<file path="src/rtl/sipo_rx.sv">
// Serial-in parallel-out receiver: assembles strobed serial bits into WIDTH-bit words
// with a valid/ready output and sticky overrun. Define SIPO_RX_PARITY_EN for a trailing even-parity bit.
module sipo_rx #(
    parameter int WIDTH     = 4,
    parameter bit MSB_FIRST = 1'b1
) (
    input  logic             i_clk,
    input  logic             i_rst_n,
    input  logic             i_sin,
    input  logic             i_sin_valid,
    input  logic             i_sof,
    input  logic             i_clr,
    output logic [WIDTH-1:0] o_dout,
    output logic             o_dout_valid,
    input  logic             i_dout_ready,
    output logic             o_busy,
    output logic             o_overrun,
    output logic             o_parity_err
);

    localparam int CW = $clog2(WIDTH + 1);
    localparam logic [CW-1:0] LP_CNT_LAST = CW'(WIDTH);

    // state | meaning
    // IDLE  | no partial word held
    // SHIFT | 1..WIDTH-1 data bits held
    // PAR   | all data bits held, waiting for the parity bit
`ifdef SIPO_RX_PARITY_EN
    typedef enum logic [1:0] {IDLE = 2'd0, SHIFT = 2'd1, PAR = 2'd2} state_t;
`else
    typedef enum logic [0:0] {IDLE = 1'b0, SHIFT = 1'b1} state_t;
`endif

    state_t            r_state, w_state_nxt;
    logic [CW-1:0]     r_cnt, w_cnt_nxt;
    logic [WIDTH-1:0]  r_shift, w_shift_nxt;
    logic [WIDTH-1:0]  r_dout, w_dout_nxt;
    logic              r_valid, w_valid_nxt;
    logic              r_ovr, w_ovr_nxt;
    logic              r_perr, w_perr_nxt;

    logic              w_fresh;
    logic [WIDTH-1:0]  w_base;
    logic [WIDTH-1:0]  w_ins;
    logic [CW-1:0]     w_cnt_inc;
    logic              w_load;
    logic [WIDTH-1:0]  w_load_word;
    logic              w_load_perr;

    // A start-of-frame bit, or any bit in IDLE, begins a word from an empty register.
    assign w_fresh   = (r_state == IDLE) || i_sof;
    assign w_base    = w_fresh ? '0 : r_shift;
    assign w_ins     = MSB_FIRST ? {w_base[WIDTH-2:0], i_sin} : {i_sin, w_base[WIDTH-1:1]};
    assign w_cnt_inc = w_fresh ? CW'(1) : r_cnt + CW'(1);

    always_comb begin
        w_state_nxt = r_state;
        w_cnt_nxt   = r_cnt;
        w_shift_nxt = r_shift;
        w_dout_nxt  = r_dout;
        w_valid_nxt = r_valid;
        w_ovr_nxt   = r_ovr;
        w_perr_nxt  = r_perr;
        w_load      = 1'b0;
        w_load_word = '0;
        w_load_perr = 1'b0;

        if (i_clr) begin
            w_state_nxt = IDLE;
            w_cnt_nxt   = '0;
            w_valid_nxt = 1'b0;
            w_ovr_nxt   = 1'b0;
            w_perr_nxt  = 1'b0;
        end else begin
            if (i_sin_valid) begin
`ifdef SIPO_RX_PARITY_EN
                if (r_state == PAR && !i_sof) begin
                    w_load      = 1'b1;
                    w_load_word = r_shift;
                    w_load_perr = ^{r_shift, i_sin};
                    w_state_nxt = IDLE;
                    w_cnt_nxt   = '0;
                end else begin
                    w_shift_nxt = w_ins;
                    if (w_cnt_inc == LP_CNT_LAST) begin
                        w_state_nxt = PAR;
                        w_cnt_nxt   = '0;
                    end else begin
                        w_state_nxt = SHIFT;
                        w_cnt_nxt   = w_cnt_inc;
                    end
                end
`else
                w_shift_nxt = w_ins;
                if (w_cnt_inc == LP_CNT_LAST) begin
                    w_load      = 1'b1;
                    w_load_word = w_ins;
                    w_state_nxt = IDLE;
                    w_cnt_nxt   = '0;
                end else begin
                    w_state_nxt = SHIFT;
                    w_cnt_nxt   = w_cnt_inc;
                end
`endif
            end

            // A completing word may replace one being accepted on the same edge.
            if (w_load) begin
                if (!r_valid || i_dout_ready) begin
                    w_dout_nxt  = w_load_word;
                    w_valid_nxt = 1'b1;
                    w_perr_nxt  = w_load_perr;
                end else begin
                    w_ovr_nxt = 1'b1;
                end
            end else if (r_valid && i_dout_ready) begin
                w_valid_nxt = 1'b0;
            end
        end
    end

    always_ff @(posedge i_clk or negedge i_rst_n) begin
        if (!i_rst_n) begin
            r_state <= IDLE;
            r_cnt   <= '0;
            r_shift <= '0;
            r_dout  <= '0;
            r_valid <= 1'b0;
            r_ovr   <= 1'b0;
            r_perr  <= 1'b0;
        end else begin
            r_state <= w_state_nxt;
            r_cnt   <= w_cnt_nxt;
            r_shift <= w_shift_nxt;
            r_dout  <= w_dout_nxt;
            r_valid <= w_valid_nxt;
            r_ovr   <= w_ovr_nxt;
            r_perr  <= w_perr_nxt;
        end
    end

    assign o_dout       = r_dout;
    assign o_dout_valid = r_valid;
    assign o_busy       = (r_state != IDLE);
    assign o_overrun    = r_ovr;
    assign o_parity_err = r_perr;

endmodule
</file>
<file path="config.mk">
export PLATFORM = sky130hd
export DESIGN_NAME = sipo_rx
export DESIGN_NICKNAME = d
export VERILOG_FILES = /design/src/rtl/sipo_rx.sv
export SDC_FILE = /design/constraint.sdc
export NUM_CORES = 1
export LEC_CHECK = 0
export ABC_AREA = 1
export CAP_MARGIN = 10
export CORE_MARGIN = 2
export CORE_UTILIZATION = 44
export CTS_CLUSTER_DIAMETER = 150
export CTS_CLUSTER_SIZE = 8
export DETAILED_ROUTE_END_ITERATION = 10
export PLACE_DENSITY = 0.71
export SETUP_SLACK_MARGIN = 0.2
export SYNTH_ARGS = -nofsm -noshare
export SYNTH_HDL_FRONTEND = slang
export SYNTH_SLANG_ARGS = --single-unit
</file>
<file path="constraint.sdc">
create_clock -name i_clk -period 2.5 [get_ports i_clk]
set_input_delay 0.5 -clock i_clk [delete_from_list [all_inputs] [get_ports i_clk]]
set_output_delay 0.5 -clock i_clk [all_outputs]
set_load 0.02 [all_outputs]
</file>
* Word-level counts from Yosys, hierarchy flattened
Index checks and enable logic that the tools add are counted.
Storage, ports and cells: output and inout bits 8, bits of input ports 7, register bits 14
Cells by class: muxes and demuxes 23, reductions and logical operators 13, add/subtract/negate cells 1, bitwise operators 2, eq/ne operators 3
Operators by type and width (count):
- 2-to-1 mux 1 bit | 16
- 2-to-1 mux 3 bit | 5
- 2-to-1 mux 4 bit | 2
- AND reduction 2 bit | 4
- nonzero test 2 bit | 3
- adder 3 x 1 -> 3 bit (second input constant) | 1
- equality test 3 bit (second input constant) | 1
- inequality test 3 bit (second input constant) | 1
- AND reduction 3 bit | 1
- nonzero test 3 bit | 1
- logical OR 1 bit | 2
- inequality test 2 bit (second input constant) | 1
- inverter 1 bit | 2
- logical AND 1 bit | 1
- logical NOT 1 bit | 1

* Longest topological paths before layout
depth after elaboration 9, depth in mapped cells 8, mapped depth without buffers 8

* Least setup slack after synthesis
Ideal clock, no wire load.
kind reg2reg, start point reg r_cnt[0], end point reg r_dout[0], in the netlist o_dout[0], cell stages (with the launch flop) 6, clock period less this slack 1.242 ns, path buffers 0, arrival 1.125 ns, path slack 1.258 ns, cells stage by stage dfrtp_1 -> ha_1 -> nor2_8 -> nand3_4 -> nand2_1 -> nand2_1
Between the ends: longest elaborated chain between the ends 7
Ends and longest elaborated chain:
- from (decl) | line 35 | logic [CW-1:0] r_cnt, w_cnt_nxt;
- from (signal assigned) | line 133 | r_cnt <= w_cnt_nxt;
- adder 3 x 1 -> 3 bit (*) | line 54 | assign w_cnt_inc = w_fresh ? CW'(1) : r_cnt + CW'(1);
- 2-to-1 mux 3 bit (*) | line 54
- equality test 3 bit (*) | line 95 | if (w_cnt_inc == LP_CNT_LAST) begin
- 2-to-1 mux 1 bit | line 95
- 2-to-1 mux 1 bit | line 75 | if (i_sin_valid) begin
- 2-to-1 mux 1 bit | line 68 | if (i_clr) begin
- AND reduction 3 bit (no line)
- to (signal assigned) | line 135 | r_dout <= w_dout_nxt;
- to (decl) | line 37 | logic [WIDTH-1:0] r_dout, w_dout_nxt;
Every way passes the cells marked *; elsewhere a longest branch is shown, timed or not. The select of a mux whose other input is x is not followed. A chain may end at the register's enable or synchronous reset.

* Worst setup path after layout
start point reg r_state, in the netlist o_busy, end point out o_busy
RTL lines:
- from (decl) | line 34 | state_t r_state, w_state_nxt;
- from (signal assigned) | line 132 | r_state <= w_state_nxt;
- to (decl) | line 16 | output logic o_busy,
No word-level cell between the ends.

==> reports/qor.csv <==
stage,metric,value,unit
status,status,"complete, no violations",
sta,f_max,537.2,MHz
yosys,Area contributors post-synth,"dfrtp_1 (49%), nand2_1 (12%), nor2_8 (6.0%)",
global_routing,first-pass GRT wire length,1890,um
placement,placed inst area,812.0,sq um
floorplan,starting density of the core,45.49,%
sta,Slew HR,60.46,%
clock_network,TritonCTS clock tree,built,
clock_network,# Post-CTS Setup Buffers,0,
setup_path,Buf/Inv on CP,1,
global_routing,met1 usage,21.20,%
setup_path,Worst setup EP type,output pin,
route,post-route ant nets,0,
setup_path,WS Path Type,flop to output pin,
sta,setup_tns,0,ns
clock_network,Clock Tree Buf Depth,2,
sta,final worst slack,0.6383,ns
yosys,"Warnings, synthesis",0,
clock_network,clock slew at the register clock pins of the worst setup and hold paths,0.08,ns
route,DR WL/cell,10.14,um
power_and_ir_drop,Pwr Density,465.8,nW/um^2
clock_network,cts bufs inserted,3,
global_routing,vias in the first global route,453,
setup_path,CP max stage cell,clkdlybuf4s50_1,
clock_network,CTS Hold Buffers Added,0,
setup_path,"Largest stage delay, worst path",0.64,ns
setup_path,family with the most delay on the worst path,buffers and inverters,
floorplan,total die area,1849,sq um
sta,final hold violation count,0,
power_and_ir_drop,Leak,0.4166,nW
cells_and_area,FF+latch area,325.3,sq um
sta,period utilization,74.47,%
sta,Worst-Margin Slew,0.5912,ns
cells_and_area,"Design Area, Final",838.3,sq um
clock_network,worst skew pair latency,0.27,ns
sta,Setup-failing EPs final,0,
sta,RSZ-0062 raised after global routing,false,
floorplan,Die Height,43.01,um
global_routing,largest net degree at the start of global routing,14,
route,Routed WL,1105,um
yosys,top-area cell type share of the netlist area,48.60,%
floorplan,FP Rows,14,
yosys,post-synthesis sequential area ratio,48.60,%
clock_network,post_cts resized,0,
worst_hold_path,min-delay worst type,flop to flop,
placement,HPWL Detailed,857.1,um
global_routing,met3 usage,3.830,%
yosys,cell count after synthesis,77,
sta,final worst clock skew,0.002583,ns
floorplan,Die Wd,43.01,um
placement,# port buffers,13,
cells_and_area,multi-input combinational cell area,295.3,sq um
global_routing,GR met2 Demand/Resource,17.58,%
placement,RD Place Congestion,0.7358,
route,TritonRoute pass-1 iters,4,
yosys,post-synth top area cell,dfrtp_1,
global_routing,grt ovf,0,
placement,pre-CTS setup slack,0.7864,ns
cells_and_area,layout cell share with drive strength beyond 1,15.05,%
cells_and_area,Fill cells,131,
yosys,syn_nets,85,
yosys,Yosys reg bits,13,
clock_network,CTS root buf,clkbuf_4,
sta,worst hold margin,0.4773,ns
floorplan,Top Ports,15,
yosys,Post-Synthesis Cell Area,669.4,sq um
clock_network,Sink Count,13,
yosys,Yosys cell types,19,
run,max cap viols,0,
global_routing,GR peak layer,met1,
setup_path,CP cell instances,clkdlybuf4s50_1,
route,Iter 0 DRT Violations,9,
setup_path,"Arr. time, crit path",1.36,ns
global_routing,initial antenna violation count,0,
sta,post-layout min period,1.862,ns
global_routing,GRT Overall Usage,13.92,%
floorplan,Core Footprint,1471,sq um
route,drt drc,0,
cells_and_area,Area Growth Syn to Fin,25.23,%
clock_network,H-tree Lvls,1,
cells_and_area,Antenna Cells,0,
setup_path,Critical Path RT,2.00,ns
yosys,Syn Area/Cell,8.693,sq um
route,Vias/cell,4.844,
sta,"Slew Viols, Final",0,
cells_and_area,Nets,102,
setup_path,CP Max Fanout,5,
power_and_ir_drop,Worst VDD drop,0.3612,mV
setup_path,Worst Setup Start Kind,flop,
route,detailed-route via count,528,
==> cell families after synthesis <==
kind of cell,Yosys count,synth area share [%]
buffers and inverters,12,7.290
AOI/OAI and AO/OA,6,5.046
and+or+nand+nor,44,36.63
adders and majority gates,1,1.869
DFF,13,48.60
other,1,0.5602
==> where the power goes <==
| group | switching (mW) | total (mW) | internal, mW |
|---|---|---|---|
| logic | 0.0272 | 0.0442 | 0.0171 |
| clock network | 0.0643 | 0.126 | 0.0617 |
| registers | 0.00433 | 0.220 | 0.216 |
| total | 0.0958 | 0.390 | 0.295 |
==> per-stage QoR <==
| stage | total power [mW] | cells | utilization [%] |
|---|---|---|---|
| global route | 0.4090 | 109 | 56.97 |
| global placement | 0.2686 | 105 | 55.19 |
| CTS | 0.3939 | 109 | 56.97 |
| detailed placement | 0.2689 | 105 | 55.19 |
| floorplan | 0.2489 | 77 | - |
| finish | 0.3905 | 109 | 56.97 |
==> sequential cells by signal, summed over array words and instances, names as in the netlist <==
name / cells
r_cnt: 3
o_busy: 1
o_dout_valid: 1
r_shift: 3
o_dout: 4
o_overrun: 1
==> placed cells by master (no fill, tap or decap) <==
master / instances
o21ai_1: 1
nand3_1: 5
inv_2: 2
nand2_1: 22
ha_1: 1
nand3_2: 1
nor3_1: 1
nand4_1: 4
inv_1: 9
clkdlybuf4s50_1: 13
nand3_4: 1
o21ai_2: 1
nor2_2: 1
conb_1: 1
dfrtp_1: 13
clkbuf_4: 3
nor2_8: 2
nor2_1: 4
clkbuf_1: 1
o21ai_0: 4
nand2_2: 3
==> synthesized netlist by cell type, drive strengths merged <==
| cell type | count |
|---|---|
| nand4 | 4 |
| o21ai | 6 |
| nand3 | 7 |
| ha | 1 |
| dfrtp | 13 |
| conb | 1 |
| nand2 | 25 |
| inv | 11 |
| buf | 1 |
| nor3 | 1 |
| nor2 | 7 |
==> final cells by class <==
| cell class | count | share of cell area, % |
|---|---|---|
| flip-flops and latches | 13 | 38.81 |
| multi-input cells | 52 | 35.22 |
| repair buffers | 13 | 15.52 |
| inverters | 11 | 4.925 |
| clock buffers | 4 | 3.134 |
| well taps | 16 | 2.388 |
==> worst paths after layout <==
check                           slack, ns  cells past startpoint                     end                   from
max in group asynchronous            1.51                      1  r_shift[2]$_DFFE_PN0P_                i_rst_n
worst max-delay path                 0.64                      1                  o_busy     o_busy$_DFFE_PN0P_
worst max register to register       1.17                      5   o_dout[0]$_DFFE_PN0P_   r_cnt[0]$_DFFE_PN0P_
worst min register to register       0.48                      2   o_dout[1]$_DFFE_PN0P_  o_dout[1]$_DFFE_PN0P_
worst min-delay path                 0.48                      2   o_dout[1]$_DFFE_PN0P_  o_dout[1]$_DFFE_PN0P_
min in group asynchronous            0.60                      1    r_cnt[0]$_DFFE_PN0P_                i_rst_n
==> layer usage <==
layer | up-vias | wire (um) | share of wire [%]
met1 | 230 | 570 | 52
li1 | 276 | - | -
met4 | 0 | 22 | 2.0
met3 | 4 | 69 | 6.2
met2 | 18 | 442 | 40
met5 | - | 0 | 0
Note: power is estimated with default switching activity, not from simulation.
